==> src/rtl/uart_pkg.sv <==
// ============================================================================
// Module : uart_pkg
// Brief  : Shared types and constants for the UART frame parser.
// Rev    : 1.0  initial release
// ============================================================================
`default_nettype none

package uart_pkg;

  typedef enum logic [2:0] {
    SYNC    = 3'd0,
    HEADER  = 3'd1,
    PAYLOAD = 3'd2,
    CHECK   = 3'd3,
    DRAIN   = 3'd4
  } parser_state_e;

  localparam logic [15:0] DEFAULT_SYNC_WORD = 16'hA55A;

  localparam int CMD_MSB = 15;
  localparam int CMD_LSB = 8;
  localparam int LEN_MSB = 7;
  localparam int LEN_LSB = 0;

endpackage

`default_nettype wire

==> src/rtl/uart_frame_parser_if.sv <==
// ============================================================================
// Module : uart_frame_parser_if
// Brief  : Downstream payload stream (valid/ready) plus frame cmd/len sideband.
// Rev    : 1.0  initial release
// ============================================================================
`default_nettype none

interface uart_frame_parser_if #(
  parameter int WIDTH = 16
);
  logic             data_valid_out;
  logic             data_ready_in;
  logic [WIDTH-1:0] data_out;
  logic             data_last_out;
  logic [7:0]       cmd_out;
  logic [7:0]       len_out;

  modport master (
    output data_valid_out,
    output data_out,
    output data_last_out,
    output cmd_out,
    output len_out,
    input  data_ready_in
  );

  modport slave (
    input  data_valid_out,
    input  data_out,
    input  data_last_out,
    input  cmd_out,
    input  len_out,
    output data_ready_in
  );
endinterface

`default_nettype wire

==> src/rtl/uart_frame_parser_frame_buffer.sv <==
// ============================================================================
// Module : uart_frame_parser_frame_buffer
// Brief  : DEPTH x WIDTH payload store, one write port, combinational read.
// Rev    : 1.0  initial release
// ============================================================================
`default_nettype none

module uart_frame_parser_frame_buffer #(
  parameter int WIDTH = 16,
  parameter int DEPTH = 32,
  parameter int IDXW  = 5
) (
  input  wire logic             i_clk,
  input  wire logic             i_wr_en,
  input  wire logic [IDXW-1:0]  i_wr_idx,
  input  wire logic [WIDTH-1:0] i_wr_data,
  input  wire logic [IDXW-1:0]  i_rd_idx,
  output logic      [WIDTH-1:0] o_rd_data
);

  // Payload storage carries no reset; it is always rewritten before being read.
  logic [WIDTH-1:0] r_mem [DEPTH];

  always_ff @(posedge i_clk) begin
    if (i_wr_en) begin
      r_mem[i_wr_idx] <= i_wr_data;
    end
  end

  assign o_rd_data = r_mem[i_rd_idx];

endmodule

`default_nettype wire

==> src/rtl/uart_frame_parser.sv <==
// ============================================================================
// Module : uart_frame_parser
// Brief  : Assembles sync/header/payload/checksum frames from a UART word
//          stream and releases verified payload over a valid/ready stream.
//          Optional inter-word timeout: define FRAME_TIMEOUT_EN.
// Rev    : 1.0  initial release
// ============================================================================
`default_nettype none

module uart_frame_parser
  import uart_pkg::*;
#(
  parameter int          WIDTH          = 16,
  parameter int          MAX_LEN        = 32,
  parameter logic [15:0] SYNC_WORD      = DEFAULT_SYNC_WORD,
  parameter int          TIMEOUT_CYCLES = 1_000_000
) (
  input  wire logic             clk_in,
  input  wire logic             rst_n_in,
  input  wire logic             valid_in,
  input  wire logic [WIDTH-1:0] data_in,
  output logic                  frame_ok_out,
  output logic                  frame_err_out,
  output logic                  drop_out,
  output logic                  busy_out,
  uart_frame_parser_if.master   m_if
);

  localparam int         c_IDXW    = (MAX_LEN > 1) ? $clog2(MAX_LEN) : 1;
  localparam logic [8:0] c_MAX_LEN = 9'(MAX_LEN);

  if (WIDTH < 16 || MAX_LEN < 1 || MAX_LEN > 255 || TIMEOUT_CYCLES < 2) begin : g_bad_params
    $error("uart_frame_parser: illegal parameter combination");
  end

  parser_state_e    r_state;
  logic [7:0]       r_cmd;
  logic [7:0]       r_len;
  logic [7:0]       r_cnt;
  logic [7:0]       r_rd;
  logic [WIDTH-1:0] r_sum;
  logic [WIDTH-1:0] r_data;
  logic             r_valid;
  logic             r_last;
  logic             r_ok;
  logic             r_err;
  logic             r_drop;

  logic [7:0]       w_len_in;
  logic             w_wr_en;
  logic [c_IDXW-1:0] w_rd_idx;
  logic [WIDTH-1:0] w_rd_data;
  logic             w_xfer;

  assign w_len_in = data_in[LEN_MSB:LEN_LSB];
  assign w_wr_en  = (r_state == PAYLOAD) && valid_in;
  assign w_xfer   = r_valid && m_if.data_ready_in;
  // Prefetch index: word 0 when leaving CHECK, otherwise the word after r_rd.
  assign w_rd_idx = (r_state == CHECK) ? '0 : c_IDXW'(r_rd + 8'd1);

  uart_frame_parser_frame_buffer #(
    .WIDTH (WIDTH),
    .DEPTH (MAX_LEN),
    .IDXW  (c_IDXW)
  ) u_frame_buffer (
    .i_clk     (clk_in),
    .i_wr_en   (w_wr_en),
    .i_wr_idx  (r_cnt[c_IDXW-1:0]),
    .i_wr_data (data_in),
    .i_rd_idx  (w_rd_idx),
    .o_rd_data (w_rd_data)
  );

`ifdef FRAME_TIMEOUT_EN
  localparam int                c_IDLE_W  = $clog2(TIMEOUT_CYCLES);
  localparam logic [c_IDLE_W-1:0] c_IDLE_LAST = c_IDLE_W'(TIMEOUT_CYCLES - 1);
  logic [c_IDLE_W-1:0] r_idle;
`endif

  always_ff @(posedge clk_in or negedge rst_n_in) begin
    if (!rst_n_in) begin
      r_state <= SYNC;
      r_cmd   <= '0;
      r_len   <= '0;
      r_cnt   <= '0;
      r_rd    <= '0;
      r_sum   <= '0;
      r_data  <= '0;
      r_valid <= 1'b0;
      r_last  <= 1'b0;
      r_ok    <= 1'b0;
      r_err   <= 1'b0;
      r_drop  <= 1'b0;
`ifdef FRAME_TIMEOUT_EN
      r_idle  <= '0;
`endif
    end else begin
      r_ok   <= 1'b0;
      r_err  <= 1'b0;
      r_drop <= 1'b0;

      case (r_state)
        SYNC: begin
          if (valid_in && (data_in[15:0] == SYNC_WORD)) begin
            r_state <= HEADER;
          end
        end

        HEADER: begin
          if (valid_in) begin
            r_cmd <= data_in[CMD_MSB:CMD_LSB];
            r_len <= w_len_in;
            r_sum <= data_in;
            r_cnt <= '0;
            if ({1'b0, w_len_in} > c_MAX_LEN) begin
              r_err   <= 1'b1;
              r_state <= SYNC;
            end else if (w_len_in == 8'd0) begin
              r_state <= CHECK;
            end else begin
              r_state <= PAYLOAD;
            end
          end
        end

        PAYLOAD: begin
          if (valid_in) begin
            r_sum <= r_sum + data_in;
            if (r_cnt == r_len - 8'd1) begin
              r_state <= CHECK;
            end else begin
              r_cnt <= r_cnt + 8'd1;
            end
          end
        end

        CHECK: begin
          if (valid_in) begin
            if (data_in == r_sum) begin
              r_ok <= 1'b1;
              if (r_len != 8'd0) begin
                r_state <= DRAIN;
                r_rd    <= '0;
                r_valid <= 1'b1;
                r_data  <= w_rd_data;
                r_last  <= (r_len == 8'd1);
              end else begin
                r_state <= SYNC;
              end
            end else begin
              r_err   <= 1'b1;
              r_state <= SYNC;
            end
          end
        end

        DRAIN: begin
          if (valid_in) begin
            r_drop <= 1'b1;
          end
          if (w_xfer) begin
            if (r_last) begin
              r_valid <= 1'b0;
              r_last  <= 1'b0;
              r_data  <= '0;
              r_state <= SYNC;
            end else begin
              r_rd   <= r_rd + 8'd1;
              r_data <= w_rd_data;
              r_last <= (r_rd + 8'd2 == r_len);
            end
          end
        end

        default: begin
          r_state <= SYNC;
          r_valid <= 1'b0;
          r_last  <= 1'b0;
        end
      endcase

`ifdef FRAME_TIMEOUT_EN
      // An incoming word always wins over an expiring timeout.
      if ((r_state == HEADER || r_state == PAYLOAD || r_state == CHECK) && !valid_in) begin
        if (r_idle == c_IDLE_LAST) begin
          r_idle  <= '0;
          r_err   <= 1'b1;
          r_state <= SYNC;
        end else begin
          r_idle <= r_idle + 1'b1;
        end
      end else begin
        r_idle <= '0;
      end
`endif
    end
  end

  assign frame_ok_out        = r_ok;
  assign frame_err_out       = r_err;
  assign drop_out            = r_drop;
  assign busy_out            = (r_state != SYNC);
  assign m_if.data_valid_out = r_valid;
  assign m_if.data_out       = r_data;
  assign m_if.data_last_out  = r_last;
  assign m_if.cmd_out        = r_cmd;
  assign m_if.len_out        = r_len;

endmodule

`default_nettype wire

==> src/flat_wrapper.sv <==
// flat-port wrapper written by rule: the top's interface ports become plain ports
module uart_frame_parser_flat import uart_pkg::*;
#(
  parameter int          WIDTH          = 16,
  parameter int          MAX_LEN        = 32,
  parameter logic [15:0] SYNC_WORD      = DEFAULT_SYNC_WORD,
  parameter int          TIMEOUT_CYCLES = 1_000_000
)
  (clk_in, rst_n_in, valid_in, data_in, frame_ok_out, frame_err_out, drop_out, busy_out, m_if_data_valid_out, m_if_data_out, m_if_data_last_out, m_if_cmd_out, m_if_len_out, m_if_data_ready_in);
  uart_frame_parser_if #(.WIDTH(WIDTH)) m_if_i ();
  input  wire logic clk_in;
  input  wire logic rst_n_in;
  input  wire logic valid_in;
  input  wire logic [WIDTH-1:0] data_in;
  output logic frame_ok_out;
  output logic frame_err_out;
  output logic drop_out;
  output logic busy_out;
  output wire logic [$bits(m_if_i.data_valid_out)-1:0] m_if_data_valid_out;
  output wire logic [$bits(m_if_i.data_out)-1:0] m_if_data_out;
  output wire logic [$bits(m_if_i.data_last_out)-1:0] m_if_data_last_out;
  output wire logic [$bits(m_if_i.cmd_out)-1:0] m_if_cmd_out;
  output wire logic [$bits(m_if_i.len_out)-1:0] m_if_len_out;
  input wire logic [$bits(m_if_i.data_ready_in)-1:0] m_if_data_ready_in;
  assign m_if_data_valid_out = m_if_i.data_valid_out;
  assign m_if_data_out = m_if_i.data_out;
  assign m_if_data_last_out = m_if_i.data_last_out;
  assign m_if_cmd_out = m_if_i.cmd_out;
  assign m_if_len_out = m_if_i.len_out;
  assign m_if_i.data_ready_in = m_if_data_ready_in;
  uart_frame_parser #(.WIDTH(WIDTH), .MAX_LEN(MAX_LEN), .SYNC_WORD(SYNC_WORD), .TIMEOUT_CYCLES(TIMEOUT_CYCLES)) u_core (.clk_in(clk_in), .rst_n_in(rst_n_in), .valid_in(valid_in), .data_in(data_in), .frame_ok_out(frame_ok_out), .frame_err_out(frame_err_out), .drop_out(drop_out), .busy_out(busy_out), .m_if(m_if_i));
endmodule
==> config.mk <==
export PLATFORM = sky130hd
export DESIGN_NAME = uart_frame_parser_flat
export DESIGN_NICKNAME = d
export VERILOG_FILES = /design/src/rtl/uart_pkg.sv /design/src/rtl/uart_frame_parser_if.sv /design/src/rtl/uart_frame_parser_frame_buffer.sv /design/src/rtl/uart_frame_parser.sv /design/src/flat_wrapper.sv
export SDC_FILE = /design/constraint.sdc
export NUM_CORES = 1
export LEC_CHECK = 0
export ABC_AREA = 0
export BUFFER_PORTS_ARGS = -buffer_cell sky130_fd_sc_hd__buf_2
export CAP_MARGIN = 30
export CORE_UTILIZATION = 45
export CTS_CLUSTER_DIAMETER = 40
export CTS_CLUSTER_SIZE = 24
export DETAILED_ROUTE_END_ITERATION = 6
export PLACE_DENSITY = 0.75
export SYNTH_ARGS = -nofsm -noshare
export SYNTH_HDL_FRONTEND = slang
export SYNTH_SLANG_ARGS = --single-unit
==> constraint.sdc <==
create_clock -name clk_in -period 2.4 [get_ports clk_in]
set_clock_uncertainty 0.05 [all_clocks]
set_input_delay 0.12 -clock clk_in [delete_from_list [all_inputs] [get_ports clk_in]]
set_output_delay 0.12 -clock clk_in [all_outputs]
set_load 0.01 [all_outputs]
**After elaboration in Yosys (flattened, before gate mapping)**

Memory sizes are Yosys's and may differ from the RTL's.
Cells that the tools add are included.

- Register bits after elaboration: 72
- RAM bits: 512
- Bits of input ports: 20
- Output and inout bits: 38
- Logic and storage cells: 114
- Memories kept: 1

Memories:

| name | words | bits a word | read ports | clocked after Yosys merged registers in | write ports | RTL line | text |
|---|---|---|---|---|---|---|---|
| u_core.u_frame_buffer.r_mem | 32 | 16 | 1 | 0 | 1 | uart_frame_parser_frame_buffer.sv:22 | `logic [WIDTH-1:0] r_mem [DEPTH];` |

- $add $sub $neg: 5
- Magnitude comparators: 1
- Eq/ne operators: 20
- Mux-type cells: 56
- Bitwise operators: 1
- Reduce and logical (&&, ||, !) cells: 18

Operator list:

| kind | number |
|---|---|
| $mux W16 | 7 |
| $mux W8 | 8 |
| $pmux W16 S2 | 2 |
| $pmux W8 S2 | 2 |
| $mux W3 | 10 |
| $mux W1 | 22 |
| $add A16 B16 Y16 | 1 |
| $add A8 B1 Y8 const B | 2 |
| $eq A16 B16 Y1 | 1 |
| $eq A16 B16 Y1 const B | 1 |
| $eq A8 B8 Y1 | 2 |
| $ne A2 B2 Y1 const B | 8 |
| $pmux W3 S5 | 1 |
| $reduce_and A6 Y1 | 2 |
| $reduce_and A5 Y1 | 2 |
| $add A8 B2 Y8 const B | 1 |
| $eq A8 B1 Y1 const B | 1 |
| $gt A8 B6 Y1 const B | 1 |
| $logic_not A8 Y1 | 1 |
| $reduce_bool A8 Y1 | 1 |
| $sub A8 B1 Y8 const B | 1 |
| $reduce_and A7 Y1 | 1 |
| $eq A3 B2 Y1 const B | 2 |
| $ne A2 B1 Y1 const B | 3 |
| 14 further kinds | 18 |

**Depth between registers and ports, before layout**

An unclocked memory read counts as a cell.

- Word-level depth: 7
- Depth in mapped cells: 11
- Gate-level depth less buffers: 9

**Modules after synthesis**

A second synthesis with hierarchy kept.

- Cells, all modules: 1,688
- Area total of the unflattened synthesis: 24,970.2 µm²

Modules (own cells, without submodules):

| module | instances | cells an instance | area an instance (µm²) | seq. area each (µm²) |
|---|---|---|---|---|
| uart_frame_parser_frame_buffer | 1 | 1,127 | 20,214.4 | 15,374.7 |
| uart_frame_parser | 1 | 561 | 4,755.8 | 1,801.7 |

**Worst setup path before layout**

Ideal clock, no wire load.

- Path type: reg-to-reg
- From: reg u_core.r_state[2]
- To: mem u_core.u_frame_buffer.r_mem[31][0], enable pin
- Setup time: 0.388 ns
- Data arrival time: 2.100 ns
- Data required time: 1.962 ns
- Path slack: -0.138 ns
- Stages on the path, launching flop included: 7
- Path buffers: 2
- Clock period less this slack: 2.538 ns
- Cell sequence: dfrtp_1 -> buf_2 -> or3b_1 -> nor2_1 -> buf_2 -> nand2_1 -> nor2_1

- Word-level cells in the longest chain between the ends: 4

Ends and longest elaborated chain:

| what | RTL line | text |
|---|---|---|
| start, declared | uart_frame_parser.sv:36 | `parser_state_e r_state;` |
| start signal, assigned | uart_frame_parser.sv:82 | `r_state <= SYNC;` |
| start signal, assigned | uart_frame_parser.sv:105 | `r_state <= HEADER;` |
| start signal, assigned | uart_frame_parser.sv:117 | `r_state <= SYNC;` |
| $eq A3 B2 Y1 | uart_frame_parser.sv:56 | `assign w_wr_en = (r_state == PAYLOAD) && valid_in;` |
| $logic_and A1 B1 Y1 | uart_frame_parser.sv:56 |  |
| $mux W1 | uart_frame_parser_frame_buffer.sv:25 | `if (i_wr_en) begin` |
| $mux W1 (not written as such) | uart_frame_parser_frame_buffer.sv:26 | `r_mem[i_wr_idx] <= i_wr_data;` |
| end, declared | uart_frame_parser_frame_buffer.sv:22 |  |

Every way passes these cells.

**Worst setup path after layout**

- From: reg u_core.r_rd[0]
- To: reg u_core.r_data[2], in the netlist u_core.m_if.data_out[2]

- Word-level cells in the longest chain between the ends: 7
- Elaborated cells on any way between the ends: 9
- Classes of those cells: 1 x add/sub; 7 x mux; 1 x memory

Ends and longest elaborated chain:

| what | RTL line | text |
|---|---|---|
| start, declared | uart_frame_parser.sv:40 | `logic [7:0] r_rd;` |
| start signal, assigned | uart_frame_parser.sv:168 | `r_rd <= r_rd + 8'd1;` |
| $add A8 B1 Y8 (*) | uart_frame_parser.sv:59 | `assign w_rd_idx = (r_state == CHECK) ? '0 : c_IDXW'(r_rd + 8'd1);` |
| $mux W5 (*) | uart_frame_parser.sv:59 |  |
| $mem_v2 Z32 W16 (*) | -- |  |
| $mux W16 | uart_frame_parser.sv:141 | `if (r_len != 8'd0) begin` |
| $mux W16 | uart_frame_parser.sv:139 | `if (data_in == r_sum) begin` |
| $mux W16 | uart_frame_parser.sv:138 | `if (valid_in) begin` |
| $pmux W16 S2 (*) | uart_frame_parser.sv:102 | `case (r_state)` |
| end signal, assigned | uart_frame_parser.sv:145 | `r_data <= w_rd_data;` |
| end signal, assigned | uart_frame_parser.sv:169 | `r_data <= w_rd_data;` |
| end, declared | uart_frame_parser.sv:42 | `logic [WIDTH-1:0] r_data;` |

Every way passes the cells marked *; elsewhere a longest branch is shown, timed or not. The select of a mux whose other input is x is not followed.
A chain may end at the register's enable or synchronous reset.

==> results.md <==
* Outcome: complete, but fails checks
* Failing checks: setup timing
* Clock buffer count from CTS at between 70 and 80
* Vias at around 18k
* Die W at between 200 and 250 um
* Syn Nets at 1917
* Largest net degree at the start of global routing at between 40 and 50
* Gr usage total at 26.53%
* CP arrival at 3150 ps
* IO buf count at between 50 and 60
* Syn Std Cell Area at 25440 um^2
* Cells after Synth at 1872
* Max-cap viol count at 0
* Syn_area_per_cell at 13.59 um^2
* Simple-gate share of the synthesized area at 7.991%
* Leading area contributor after synthesis: edfxtp_1
* Root Buffer Master: clkbuf_16
* Final hold vios at 0
* Post-route DRC at 0
* DRT iter0 DRCs at 2554
* Worst-path clk slew at roughly 60 ps
* Synth Register Bits at 584
* Adder-Cell Fraction of Synth Area at 1.259%
* Top cell type's share of synthesized area at 60.42%
* Post-placement cell area at 28540 um^2
* Share of post-route cells with drive strength above 1 at 31.00%
* DP Worst Slack at -367.1 ps
* DR pass1 iterations at 6
* Post-route antenna net violation count at 0
* Number of H-tree levels at 3
* CTS tree: done
* Later-pin clock latency in the skew report at 640 ps
* Initial Util at 45.83%
* Slew @ Worst Pin at 898.3 ps
* Setup ws final at -311.8 ps
* DP HPWL at 47510 um
* Multi-input gate area at 8366 um^2
* RSZ-0062 raised after global routing: true
* WP buf/inv at 3
* Bufs on Longest Clock Path at 3
* Final Setup Violations at 18
* First-pass GRT wire length at 112600 um
* Synth async-reset ratio at between 10% and 20%
* Ports at 58
* Worst Hold Class: in2reg
* Initial antenna violation count at 0
* Most common cell in the synthesized netlist: edfxtp_1
* Pleak at around 12 nW
* Worst Path Required at approximately 2800 ps
* Period utilization at 113.0%
* Hold WS at 63.07 ps
* Mux contribution to synthesized area at roughly 5.7%
* Slew Viols, Final at 0
* FP Rows at between 80 and 90
* Pwr/cell area at 1320 nW/um^2
* Max Clk Rate at 368.8 MHz
* P&R area growth vs syn at 27.14%
* Minimum clock period at 2712 ps
* Fillers at 4140
* Antenna diodes at 0
* Crit path largest cell delay at roughly 600 ps
* Vias in the first global route at between 15k and 20k
* Endpoint type of the worst setup path: flip-flop
* Largest cells by area after synthesis: edfxtp_1 60%, dfrtp_1 7.1%, mux2_2 3.7%
* Drt wl/cell at 25.55 um
* Largest family of logic cells by synthesized area: compound AO/OA/AOI/OAI gates
* Total power at 42.70 mW
* Remaining Overflow, GRT at 0
* Final #Nets at 2208
* Synth Area in Compound Gates at 13.81%
* Die height at 239.8 um
* Post-synth EDFFs at 512
* Clock Sinks at between 500 and 600
* Design area at roughly 32000 um^2
* Die area at 57500 um^2
* Core outline area at 55520 um^2
* RePlAce Congestion at 0.9087
* VDD IR max at 0.6986 mV
* Worst Path Max Fanout at 4
* Worst Setup Path Type: reg2reg
* Seq/Total Area, Yosys at 67.51%
* Commonest cells post-synth: 512 x edfxtp_1, 178 x nand2_1, 145 x o21ai_0
* Relative slew margins at 40.12%
* Register Area at approximately 17000 um^2
* CP max stage cell: a2111oi_0
* Avg Vias per Cell at around 6.2
* Most common cell on crit path: buf_4
* Routed WL at ~76000 um
* Synth cell types at 81
* Top_reg_cell synth: edfxtp_1
* Yosys warning total at 0
* Fraction of synthesized cell area in xor and xnor cells at 1.067%
* CP delay by family, top: compound AO/OA/AOI/OAI gates
* Crit path cell chain: ha_4 > inv_2 > a2111oi_0 > a311oi_1 > buf_4 > or3_1 > o211ai_1 > buf_4 > o211ai_2
* CP Launch Type: flip-flop
per-stage QoR:
step | TNS (ps) | instances | util, %
floorplan | -68940 | 1872 | -
global placement | -4311 | 2804 | 51.40
detailed placement | -7826 | 2804 | 51.40
CTS | -2021 | 2972 | 57.53
global route | -3631 | 2977 | 58.27
finish | -2502 | 2977 | 58.27
layer usage:
metal | routed length (um) | GRT usage, %
met5 | 0 | 0
met4 | 3620 | 11.71
met3 | 7705 | 5.140
met2 | 36140 | 42.95
met1 | 28600 | 34.71
cell type report:
type | instances | area share, %
flip-flops and latches | 584 | 53.11
inverters | 24 | 0.2862
clock inverters | 57 | 1.953
repair buffers | 340 | 9.468
multi-input cells | 1134 | 25.86
well taps | 748 | 2.893
clock buffers | 90 | 6.432
placed cells by master (no fill, tap or decap), drive strengths merged, types with 12 or more instances in the layout:
cell type	n
edfxtp	512
buf	333
nand2	178
o21ai	146
a21oi	99
clkbuf	91
nor2	90
mux2	84
dfrtp	72
inv	47
mux2i	41
o22ai	39
nand3	29
a211oi	29
o211ai	27
o31ai	26
ha	24
a21o	22
clkinv	22
a311oi	21
or3	18
xor2	18
o221ai	18
nor3	17
nand3b	15
nor2b	15
o311ai	15
xnor2	13
nand4	12
what timing repair did:
| item | 4_1_cts | 5_1_grt |
|---|---|---|
| hold endpoints to repair | 79 | 0 |
| gates resized for setup | 109 | 89 |
| hold buffers | 5 | 0 |
| endpoints found under the setup margin | 148 | 488 |
| pin swaps | 39 | 36 |
| gates cloned | 2 | 2 |
| buffers inserted | 17 | 4 |
tightest hold or removal path, cell delays in order:
cell and delay, ps:
buf_2 140, buf_4 250, nand2_1 110, nand2_1 50
where the power goes:
group / total [mW] / internal [mW] / switching (mW)
Combinational: 18.8 / 8.06 / 10.7
Clock: 11.9 / 7.02 / 4.89
Sequential: 12.0 / 11.6 / 0.473
state kept, by name, indices dropped and copies added (netlist names), 3 cells and up:
| name | cells |
|---|---|
| u_core.u_frame_buffer.r_mem | 512 |
| u_core.m_if.data_out | 16 |
| u_core.r_sum | 16 |
| u_core.m_if.cmd_out | 8 |
| u_core.m_if.len_out | 8 |
| u_core.r_cnt | 8 |
| u_core.r_rd | 8 |
| u_core.r_state | 3 |
path summary, 6_finish.rpt:
path | slack, ps | endpoint | cells past startpoint | start
worst max register to register | -310 | u_core.m_if.data_out[2]$_DFFE_PN0P_ | 9 | u_core.r_rd[0]$_DFFE_PN0P_
worst min-delay path | 60 | u_core.m_if.cmd_out[7]$_DFFE_PN0P_ | 4 | data_in[15]
worst max-delay path | -310 | u_core.m_if.data_out[2]$_DFFE_PN0P_ | 9 | u_core.r_rd[0]$_DFFE_PN0P_
min in group asynchronous | 480 | u_core.r_cnt[0]$_DFFE_PN0P_ | 3 | rst_n_in
worst min register to register | 430 | u_core.m_if.cmd_out[1]$_DFFE_PN0P_ | 2 | u_core.m_if.cmd_out[1]$_DFFE_PN0P_
max in group asynchronous | 480 | u_core.r_rd[0]$_DFFE_PN0P_ | 4 | rst_n_in
logic make-up (layout without fill, tap and decap cells):
kind of cell | count (synthesis) | after routing
AOI/OAI and AO/OA | 525 | 526
buffers and inverters | 155 | 511
DFF | 584 | 584
adders and majority gates | 25 | 25
xor gates and xnor gates | 31 | 31
and+or+nand+nor | 423 | 423
muxes | 129 | 129
Power figures use the tool's default switching activity.
